==> config.mk <==
export PLATFORM = sky130hd
export DESIGN_NAME = gain_multiplier_seq
export DESIGN_NICKNAME = d
export VERILOG_FILES = /design/src/rtl/gain_multiplier_seq.sv
export SDC_FILE = /design/constraint.sdc
export NUM_CORES = 1
export LEC_CHECK = 0
export CELL_PAD_IN_SITES_DETAIL_PLACEMENT = 1
export CELL_PAD_IN_SITES_GLOBAL_PLACEMENT = 1
export CORE_MARGIN = 1
export CORE_UTILIZATION = 48
export DETAILED_ROUTE_END_ITERATION = 7
export PLACE_DENSITY = 0.85
export SLEW_MARGIN = 0
export SYNTH_ARGS = -nofsm -noshare
export SYNTH_HDL_FRONTEND = slang
export SYNTH_SLANG_ARGS = --single-unit
==> constraint.sdc <==
create_clock -name clk -period 7.8 [get_ports clk]
set_input_delay 1.17 -clock clk [delete_from_list [all_inputs] [get_ports clk]]
set_output_delay 1.17 -clock clk [all_outputs]
set_load 0.02 [all_outputs]
==> src/rtl/gain_multiplier_seq.sv <==
// Sequential signed-by-unsigned shift-add gain multiplier with fixed-point
// output scaling, saturation and a start/busy/done handshake.
module gain_multiplier_seq #(
  parameter int DATA_W = 6,
  parameter int GAIN_W = 6,
  parameter int OUT_W  = 6,
  parameter int FRAC_W = 0
) (
  input  logic              clk,
  input  logic              rst_n,
  input  logic              ena,
  input  logic              start,
  input  logic [DATA_W-1:0] e,
  input  logic [GAIN_W-1:0] k,
  output logic              busy,
  output logic              done,
  output logic [OUT_W-1:0]  product,
  output logic              sat
);

  localparam int FW    = DATA_W + GAIN_W;
  localparam int CNT_W = (GAIN_W > 1) ? $clog2(GAIN_W) : 1;

  typedef enum logic {S_IDLE, S_RUN} state_t;

  state_t              r_state, w_next;
  logic [FW-1:0]       r_mcand, r_acc;
  logic [GAIN_W-1:0]   r_mplier;
  logic [CNT_W-1:0]    r_cnt;
  logic                r_done, r_sat;
  logic [OUT_W-1:0]    r_product;

  logic                w_accept, w_last, w_ovf;
  logic signed [FW-1:0] w_sum, w_t;
  logic [FW-OUT_W:0]   w_hi;
  logic [OUT_W-1:0]    w_prod_sat;

  assign w_accept = (r_state == S_IDLE) && start;
  assign w_last   = (r_state == S_RUN) && (r_cnt == CNT_W'(GAIN_W - 1));

  // Final sum includes the current step's partial product; t fits OUT_W only
  // when every bit above the result sign equals that sign.
  always_comb begin
    w_sum      = r_acc + (r_mplier[0] ? r_mcand : '0);
    w_t        = w_sum >>> FRAC_W;
    w_hi       = w_t[FW-1:OUT_W-1];
    w_ovf      = ~((&w_hi) | ~(|w_hi));
    w_prod_sat = w_t[OUT_W-1:0];
    if (w_ovf)
      w_prod_sat = w_t[FW-1] ? {1'b1, {(OUT_W-1){1'b0}}} : {1'b0, {(OUT_W-1){1'b1}}};
  end

  always_ff @(posedge clk or negedge rst_n) begin
    if (!rst_n)   r_state <= S_IDLE;
    else if (ena) r_state <= w_next;
  end

  always_comb begin
    w_next = r_state;
    case (r_state)
      S_IDLE:  if (start)  w_next = S_RUN;
      S_RUN:   if (w_last) w_next = S_IDLE;
      default: w_next = S_IDLE;
    endcase
  end

  always_comb begin
    busy    = (r_state == S_RUN);
    done    = r_done;
    product = r_product;
    sat     = r_sat;
  end

  always_ff @(posedge clk or negedge rst_n) begin
    if (!rst_n) begin
      r_mcand   <= '0;
      r_acc     <= '0;
      r_mplier  <= '0;
      r_cnt     <= '0;
      r_done    <= 1'b0;
      r_sat     <= 1'b0;
      r_product <= '0;
    end else if (ena) begin
      r_done <= w_last;
      if (w_accept) begin
        r_mcand  <= {{GAIN_W{e[DATA_W-1]}}, e};
        r_mplier <= k;
        r_acc    <= '0;
        r_cnt    <= '0;
      end else if (r_state == S_RUN) begin
        r_acc    <= w_sum;
        r_mcand  <= r_mcand << 1;
        r_mplier <= r_mplier >> 1;
        r_cnt    <= r_cnt + 1'b1;
        if (w_last) begin
          r_product <= w_prod_sat;
          r_sat     <= w_ovf;
        end
      end
    end
  end

endmodule
==> summary.md, run 1 <==
| Metric | Value |
|---|---|
| Post-cts sizing count | `0` |
| Main flop type after synthesis | `dfrtp_1` |
| Asr flop ratio synth | `100.0%` |
| Layout area overhead | `12.90%` |
| Reg-to-reg slack, setup | `~4400 ps` |
| Fmax | `about 300 MHz` |
| Worst endpoint required time | `8040 ps` |
| Routed wire length per instance | `19.81 um` |
| Top cells by area, synth | `dfrtp_1 40%, ha_1 6.2%, o21ai_0 4.6%` |
| Worst-Margin Slew | `around 1200 ps` |
| Cell area after layout | `just under 3000 sq um` |
| CP endpoint kind | `flop` |
| Setup TNS | `0 ps` |
| Top-count cell post-synth | `dfrtp_1` |
| Die W | `between 70 and 80 um` |
| FP Rows | `26` |
| Layout cells sized above 1 | `6.643%` |
| Area of the multi-input gates | `~1500 sq um` |
| Mapped Area | `roughly 2600 sq um` |
| Post-route ant nets | `0` |
| CTS root buf | `clkbuf_8` |
| Final hold viol count | `0` |
| Slew headroom | `a little under a fifth` |
| Syn Area/Cell | `9.732 sq um` |
| First-pass DRT Iterations | `4` |
| Largest net degree at the start of global routing | `43` |
| Hold Path End | `product[5]` |
| Worst Skew | `between 2 and 3 ps` |
| Overall Global Routing Usage | `between 20% and 30%` |
| Area after DPL | `about 2900 sq um` |
| Crit path max fanout | `14` |
| Synth top area share | `about two fifths` |
| Post-synth EDFFs | `0` |
| Minimum clock period | `3390 ps` |
| Total grt overflow | `0` |
| Port Buffer Count | `24` |
| Clk sinks | `42` |
| Max Cap Viol | `0` |
| Hold_buf cts | `0` |
| Fillers | `607` |
| Max-slew violation count | `0` |
| Final Net Count | `approximately 320` |
| Worst-Skew Late Latency | `300 ps` |
| Synthesized Nets | `300` |
| CTS buffer count | `5` |
| Register area | `around 1100 sq um` |
| # DRC | `0` |
| Kind of critical path | `reg2reg` |
| Initial antenna violation count | `0` |
| RSZ-0062 raised after global routing | `no` |
| Startpoint types | `flop` |
| R2R cell count | `10` |
| Final core utilization | `a little under three fifths` |
| Fin crit share | `between 40% and 50%` |
| Htree depth | `2` |
| Top cell type by total area after synthesis | `dfrtp_1` |
| Reg clk slew, reported paths | `around 80 ps` |
| First-pass GRT wire length | `about 12000 um` |
| Commonest cells in the netlist | `42 x dfrtp_1, 24 x o21ai_0, 23 x a21oi_1` |
| Hold Path Cell Cnt | `2` |
| Status | `finished, final reports clean` |
| #FFs+latches synth | `42` |
| Max clock buf depth | `2` |
| Post-CTS Setup Bufs | `0` |
| CTS tree | `built` |
| Hold wc startpoint | `product[5]` |
| Critical Path AT | `around 3600 ps` |
| Die area | `just under 6000 sq um` |
| Starting DRC count in detailed routing | `135` |
| Vias per cell | `about 6.3` |
| DP HPWL | `~5000 um` |
| Placer Congestion | `around 0.82` |
| # diodes | `0` |
| I/O Pins | `25` |
| Vias in the first global route | `about 2400` |
| Yosys cell types | `50` |
| Die height | `roughly 76 um` |
| Yosys warnings | `0` |
| DR vias | `between 2000 and 2500` |
| Synth Instances | `between 200 and 300` |
| Worst r2r src | `r_mplier[0]` |
| Core area | `5205 sq um` |
| Post-Route WL | `about 7000 um` |
| R2R Path End | `product[1]` |
| Min-Delay Path Class | `reg2reg` |
| Setup violators final | `0` |
| Sequential fraction of the synthesis area | `between 40% and 50%` |
| Starting density of the core | `~50%` |
-- logic make-up after synthesis --
kind of cell | Yosys count | synth area share, %
compound gates | 115 | 30.57
simple gates | 58 | 13.62
flops | 42 | 40.00
buf+inv | 29 | 4.714
fa+ha+maj | 14 | 6.953
xor+xnor | 9 | 3.000
mux | 3 | 1.143
-- how the worst max path moves through the flow --
stage	end	start	slack (ps)
2_1_floorplan	product[1]	r_mplier[0]	4840
5_1_grt	product[4]	r_mplier[0]	4160
3_5_place_dp	product[4]	ena	4330
6_report	product[1]	r_mplier[0]	4410
4_1_cts	product[4]	r_mplier[0]	4450
3_3_place_gp	product[1]	ena	4400
-- final cells by class --
type	count	area share, %
multi-input cells	199	48.97
flip-flops and latches	42	35.43
repair buffers	26	8.435
well taps	70	2.952
clock buffers	6	2.446
inverters	12	1.518
clock inverters	1	0.2531
-- metrics by stage --
stage               setup slack [ps]  hold slack (ps)  cells
finish                          4410            490.6    356
global placement                4403            473.2    349
CTS                             4446            495.5    356
floorplan                       4836            456.3    270
detailed placement              4332            476.6    349
global route                    4164            514.7    356
-- sequential cells by signal, indices dropped and copies added, names as in the netlist --
name and flops:
r_cnt 3, sat 1, done 1, busy 1, product 6, r_mcand 12
r_acc 12, r_mplier 6
-- per-layer routing --
| metal | up-vias | global-route usage [%] | routed length, um | share of wire, % |
|---|---|---|---|---|
| met4 | 0 | 9.423 | 159 | 2.3 |
| li1 | 1048 | - | - | - |
| met3 | 15 | 3.952 | 169 | 2.4 |
| met2 | 32 | 42.45 | 3417 | 48 |
| met1 | 1140 | 34.88 | 3306 | 47 |
| met5 | - | 0 | 0 | 0 |
-- critical path, stage by stage, from the launching register on --
cell       delay (ps)
dfrtp_1           520
and2_1            240
ha_1              240
fa_1              450
a211o_1           370
a2111oi_2         320
o31a_2            210
xor2_1            100
nor4_2            440
a21o_1            250
o221a_1           200
-- layout by cell type (no fill, tap or decap), drive strengths merged, types with 3 or more instances in the layout --
cell type / Yosys / final
a211oi: 3 / 3
a21o: 5 / 5
a21oi: 23 / 23
a22o: 9 / 9
and2: 14 / 14
buf: 2 / 3
clkbuf: 15 / 6
clkdlybuf4s50: 0 / 23
dfrtp: 42 / 42
ha: 13 / 13
inv: 11 / 11
mux2i: 3 / 3
nand2: 16 / 16
nand3: 4 / 4
nand3b: 11 / 11
nor2: 4 / 4
o21ai: 30 / 30
o221a: 6 / 6
o22ai: 16 / 16
xnor2: 6 / 6
xor2: 3 / 3
Power of run 1 is left out: the tool's default activity adds up to more than one toggle a clock period on the data nets, which glitch-free logic cannot reach.
==> run 2, diff against run 1 <==
Settings changed: CORE_UTILIZATION 48 to 45, PLACE_DENSITY 0.85 to 0.8.
Clock period 7.8 ns to 3.45 ns, I/O delays scaled along.
==> run 2 against run 1 <==
Sequential share of layout area down 0.46 points. Via count grew 0.36%. Die area up 6.5%. Clock-buffer cell count up 1. Final area up 1.4%. First-iteration DRC count shrank 16%. Clock skew is 5.2 ps higher. Critical endpoint is now product[4]. Core utilization fell by 3.0 points. Critical path depth stayed put. Hold slack got worse by 130 ps. Global-route usage is 2.2 points lower. Maximum frequency increased by 4.2%. Largest cell class unchanged.
==> summary.md, run 2 (synthesis results as in run 1) <==
| Metric | Value |
|---|---|
| CTS buffer count | `5` |
| Reg clk slew, reported paths | `about 90 ps` |
| First-pass DRT Iterations | `4` |
| Kind of critical path | `reg2reg` |
| Layout area overhead | `14.52%` |
| Die area | `between 6000 and 7000 sq um` |
| Max-slew violation count | `0` |
| Min-Delay Path Class | `in2async` |
| Vias in the first global route | `approximately 2200` |
| Most common cell after layout, fill and taps aside | `dfrtp_1` |
| Startpoint types | `flop` |
| First-pass GRT wire length | `11270 um` |
| FP Rows | `27` |
| Placer Congestion | `approximately 0.82` |
| Top delay family on crit path | `compound AO/OA/AOI/OAI gates` |
| Routed met3 length | `228 um` |
| CP endpoint | `product[4]` |
| Status | `finished, final reports clean` |
| Starting density of the core | `between 40% and 50%` |
| Port Buffer Count | `24` |
| Fillers | `about 640` |
| Highest routed layer | `met4` |
| Worst Setup SP | `r_mplier[0]` |
| Vias per cell | `between 6 and 7` |
| CP max-delay cell | `dfrtp_2` |
| CP endpoint kind | `flop` |
| Setup violators final | `0` |
| Routed wire length per instance | `about 19 um` |
| Worst r2r src | `r_mplier[0]` |
| Worst endpoint required time | `3690 ps` |
| Layout cells sized above 1 | `7.958%` |
| R2R Path End | `product[4]` |
| DR vias | `2243` |
| Met1 Wirelength | `roughly 3300 um` |
| Final hold viol count | `0` |
| Setup TNS | `0 ps` |
| Crit path largest cell delay | `approximately 480 ps` |
| Post-Route WL | `6747 um` |
| RSZ-0062 raised after global routing | `no` |
| CTS tree | `built` |
| DP HPWL | `4791 um` |
| I/O Pins | `25` |
| Worst Skew | `7.845 ps` |
| Crit path max fanout | `14` |
| Overall Global Routing Usage | `23.74%` |
| CTS root buf | `clkbuf_8` |
| Minimum clock period | `about 3300 ps` |
| Largest net degree at the start of global routing | `between 40 and 50` |
| Met2 WL | `slightly above 3000 um` |
| Most frequent cells in the layout | `41 x dfrtp_1, 24 x o21ai_0, 23 x a21oi_1, 23 x clkdlybuf4s50_1, 16 x o22ai_1` |
| Initial antenna violation count | `0` |
| Fmax | `307.5 MHz` |
| Slew headroom | `~37%` |
| # DRC | `0` |
| Core area | `5574 sq um` |
| Max clock buf depth | `2` |
| R2R cell count | `10` |
| Htree depth | `2` |
| Post-route ant nets | `0` |
| Fin crit share | `94.27%` |
| Max Cap Viol | `0` |
| Clk sinks | `42` |
| CP Buf/Inv Count | `0` |
| Final Net Count | `around 320` |
| Critical Path AT | `approximately 3500 ps` |
| Worst-Skew Late Latency | `about 300 ps` |
| Reg-to-reg slack, setup | `between 150 and 200 ps` |
| Die height | `slightly below 80 um` |
| Post-CTS Setup Bufs | `0` |
| Biggest regs | `r_acc x12, r_mcand x12` |
| Worst-Margin Slew | `approximately 950 ps` |
| Starting DRC count in detailed routing | `113` |
| Die W | `around 80 um` |
| # diodes | `0` |
| Levels on crit path | `10` |
| Total grt overflow | `0` |
| Cells along the critical path | `and2_1, ha_1, fa_1, a211o_1, a2111o_1, o2111ai_2, nand2_1, nor4_4, a21o_1, o221a_1` |
## run 2: per-layer routing
metal / global-route usage [%] / up-vias
met1: 33.75 / 1132
met2: 36.23 / 44
met3: 4.070 / 10
li1: - / 1057
met4: 8.333 / 0
met5: 0 / -
## run 2: area by class of cell
| class | count | area (sq um) | area share, % |
|---|---|---|---|
| clock buffer | 7 | 86.33 | 2.869 |
| clock inverter | 1 | 8.758 | 0.2911 |
| inverter | 12 | 45.04 | 1.497 |
| multi-input combinational | 199 | 1461 | 48.57 |
| sequential | 42 | 1052 | 34.97 |
| tap | 72 | 90.09 | 2.994 |
| timing repair buffer | 28 | 265.3 | 8.815 |
## run 2: timing repair
| item | in CTS | in global routing |
|---|---|---|
| endpoints found under the setup margin | 0 | 4 |
| resized for setup | 0 | 2 |
| hold buffers | 0 | 0 |
## run 2: metrics by stage
stage                     hold WS (ps)  area, sq um  instances  utilization [%]  setup slack, ps
after floorplan                  221.9         2628        270                -            485.9
after global placement           458.8         2904        353            52.10            395.0
after detailed placement         473.4         2904        353            52.10            208.6
after CTS                        391.4         2999        361            53.80            190.6
after global routing             434.6         3009        361            53.98            36.75
final                            358.8         3009        361            53.98            197.7
## run 2: worst register-to-register path: cells and delay by family, from the launching register on
kind / cells / cell delay (ps)
compound gates: 5 / 1370
flops: 1 / 480
fa+ha+maj: 2 / 670
simple gates: 3 / 670
## run 2: worst min-delay path by stage
stage	from	endpoint	slack [ps]
floorplan	rst_n	busy	220
global placement	product[5]	product[5]	460
detailed placement	product[5]	product[5]	470
CTS	rst_n	r_cnt[1]	390
global route	rst_n	r_cnt[1]	430
finish	rst_n	r_cnt[1]	360
Power of run 2 is left out for the same reason.
==> run 3, diff against run 2 <==
Settings changed: PLACE_DENSITY 0.8 to default, PLACE_DENSITY_LB_ADDON from default to 0.1.
==> run 3 against run 2 <==
Non-clock buffer count increased by 1. Register-to-register slack better by 20 ps. Global-route usage increased by 0.15 points. Final area down 0.37%. Die area is the same. Worst setup slack gained 20 ps. Clock-buffer cell count fell by 1. Clock skew is 1.8 ps lower.
==> summary.md, run 3 (synthesis results as in run 1) <==
| Metric | Value |
|---|---|
| Critical Path AT | `3470 ps` |
| Fillers | `631` |
| Die area | `about 6000 sq um` |
| First-pass GRT wire length | `approximately 11000 um` |
| CP endpoint kind | `flop` |
| R2R cell count | `10` |
| Overall Global Routing Usage | `between 20% and 30%` |
| Max Cap Viol | `0` |
| Worst Skew | `a little over 6 ps` |
| Worst r2r src | `r_mplier[0]` |
| Routed wire length per instance | `approximately 19 um` |
| Reg clk slew, reported paths | `90 ps` |
| Worst endpoint required time | `~3700 ps` |
| Worst-Margin Slew | `~950 ps` |
| Vias in the first global route | `between 2000 and 2500` |
| # diodes | `0` |
| Layout cells sized above 1 | `under 10%` |
| Core area | `between 5000 and 6000 sq um` |
| Layout area overhead | `14.10%` |
| Max clock buf depth | `2` |
| R2R Path End | `product[3]` |
| DP HPWL | `4799 um` |
| Post-cts sizing count | `0` |
| Min-Delay Path Class | `in2async` |
| Vias per cell | `~6.3` |
| Hold_buf cts | `0` |
| Die height | `78.41 um` |
| Minimum clock period | `around 3200 ps` |
| Most common cell after layout, fill and taps aside | `dfrtp_1` |
| Starting DRC count in detailed routing | `between 100 and 150` |
| Worst-Skew Late Latency | `around 300 ps` |
| Starting density of the core | `roughly 47%` |
| RSZ-0062 raised after global routing | `no` |
| Fin crit share | `approximately 94%` |
| Placer Congestion | `between 0.8 and 0.9` |
| Post-Route WL | `~7000 um` |
| CTS tree | `built` |
| First-pass DRT Iterations | `4` |
| Fmax | `roughly 310 MHz` |
| Die W | `between 70 and 80 um` |
| CTS root buf | `clkbuf_8` |
| Final core utilization | `a little over half` |
| # DRC | `0` |
| Post-CTS Setup Bufs | `0` |
| Status | `finished, final reports clean` |
| Slew headroom | `36.43%` |
| Largest net degree at the start of global routing | `43` |
| Final Net Count | `319` |
| Port Buffer Count | `24` |
| Final hold slack | `346.8 ps` |
| Initial antenna violation count | `0` |
| Most frequent cells in the layout | `42 x dfrtp_1, 24 x o21ai_0, 23 x a21oi_1, 23 x clkdlybuf4s50_1, 16 x o22ai_1` |
| Final hold viol count | `0` |
| Startpoint types | `flop` |
| Max-slew violation count | `0` |
| Total grt overflow | `0` |
| Worst Setup SP | `r_mplier[0]` |
| Kind of critical path | `reg2reg` |
| CTS buffer count | `5` |
| DR vias | `2265` |
| Setup violators final | `0` |
| Setup TNS | `0 ps` |
| Reg-to-reg slack, setup | `approximately 220 ps` |
| FP Rows | `27` |
| Crit path max fanout | `14` |
| Biggest regs | `r_acc x12, r_mcand x12` |
| Clk sinks | `42` |
| I/O Pins | `25` |
| Htree depth | `2` |
| Post-route ant nets | `0` |
run 3: cell types whose count changed in the layout (fill, tap and decap cells not counted), sizes merged:
cell    change
clkinv      +2
clkbuf      -1
buf         +1
inv         -1
run 3: cell type report:
| class | instances | area, sq um | area share (%) |
|---|---|---|---|
| well taps | 72 | 90.09 | 3.005 |
| flip-flops and latches | 42 | 1051 | 35.06 |
| repair buffers | 29 | 272.8 | 9.098 |
| inverters | 12 | 45.04 | 1.503 |
| clock buffers | 6 | 72.57 | 2.421 |
| multi-input cells | 199 | 1453 | 48.46 |
| clock inverters | 2 | 13.76 | 0.4591 |
run 3: through the flow:
stage	instances	worst slack [ps]	area, sq um
floorplan	270	485.9	2628
global placement	354	371.1	2912
detailed placement	354	274.4	2912
CTS	362	245.7	2998
global route	362	46.97	2998
finish	362	217.6	2998
run 3: per-layer routing:
metal | vias to the layer above | wire [um] | share of wire, % | GRT usage (%)
met5 | - | 0 | 0 | 0
met3 | 8 | 198 | 2.9 | 3.721
met1 | 1165 | 3519 | 51 | 34.57
met4 | 0 | 93 | 1.3 | 5.926
li1 | 1057 | - | - | -
met2 | 35 | 3096 | 45 | 37.28
run 3: how the worst max path moves through the flow:
stage	end	depth (start not counted)
3_3_place_gp	product[1]	10
3_5_place_dp	product[1]	10
2_1_floorplan	product[1]	11
6_report	product[3]	10
5_1_grt	product[4]	10
4_1_cts	product[1]	10
run 3: worst max-delay path, stage by stage, from the launching register on:
cell and delay [ps]:
dfrtp_1 500, and2_1 210, ha_1 220, fa_1 430, a211o_1 350, a2111oi_2 330, o31a_2 200, xor2_1 90
nor4_2 400, a21o_1 240, o221a_1 190
Power of run 3 is left out for the same reason.
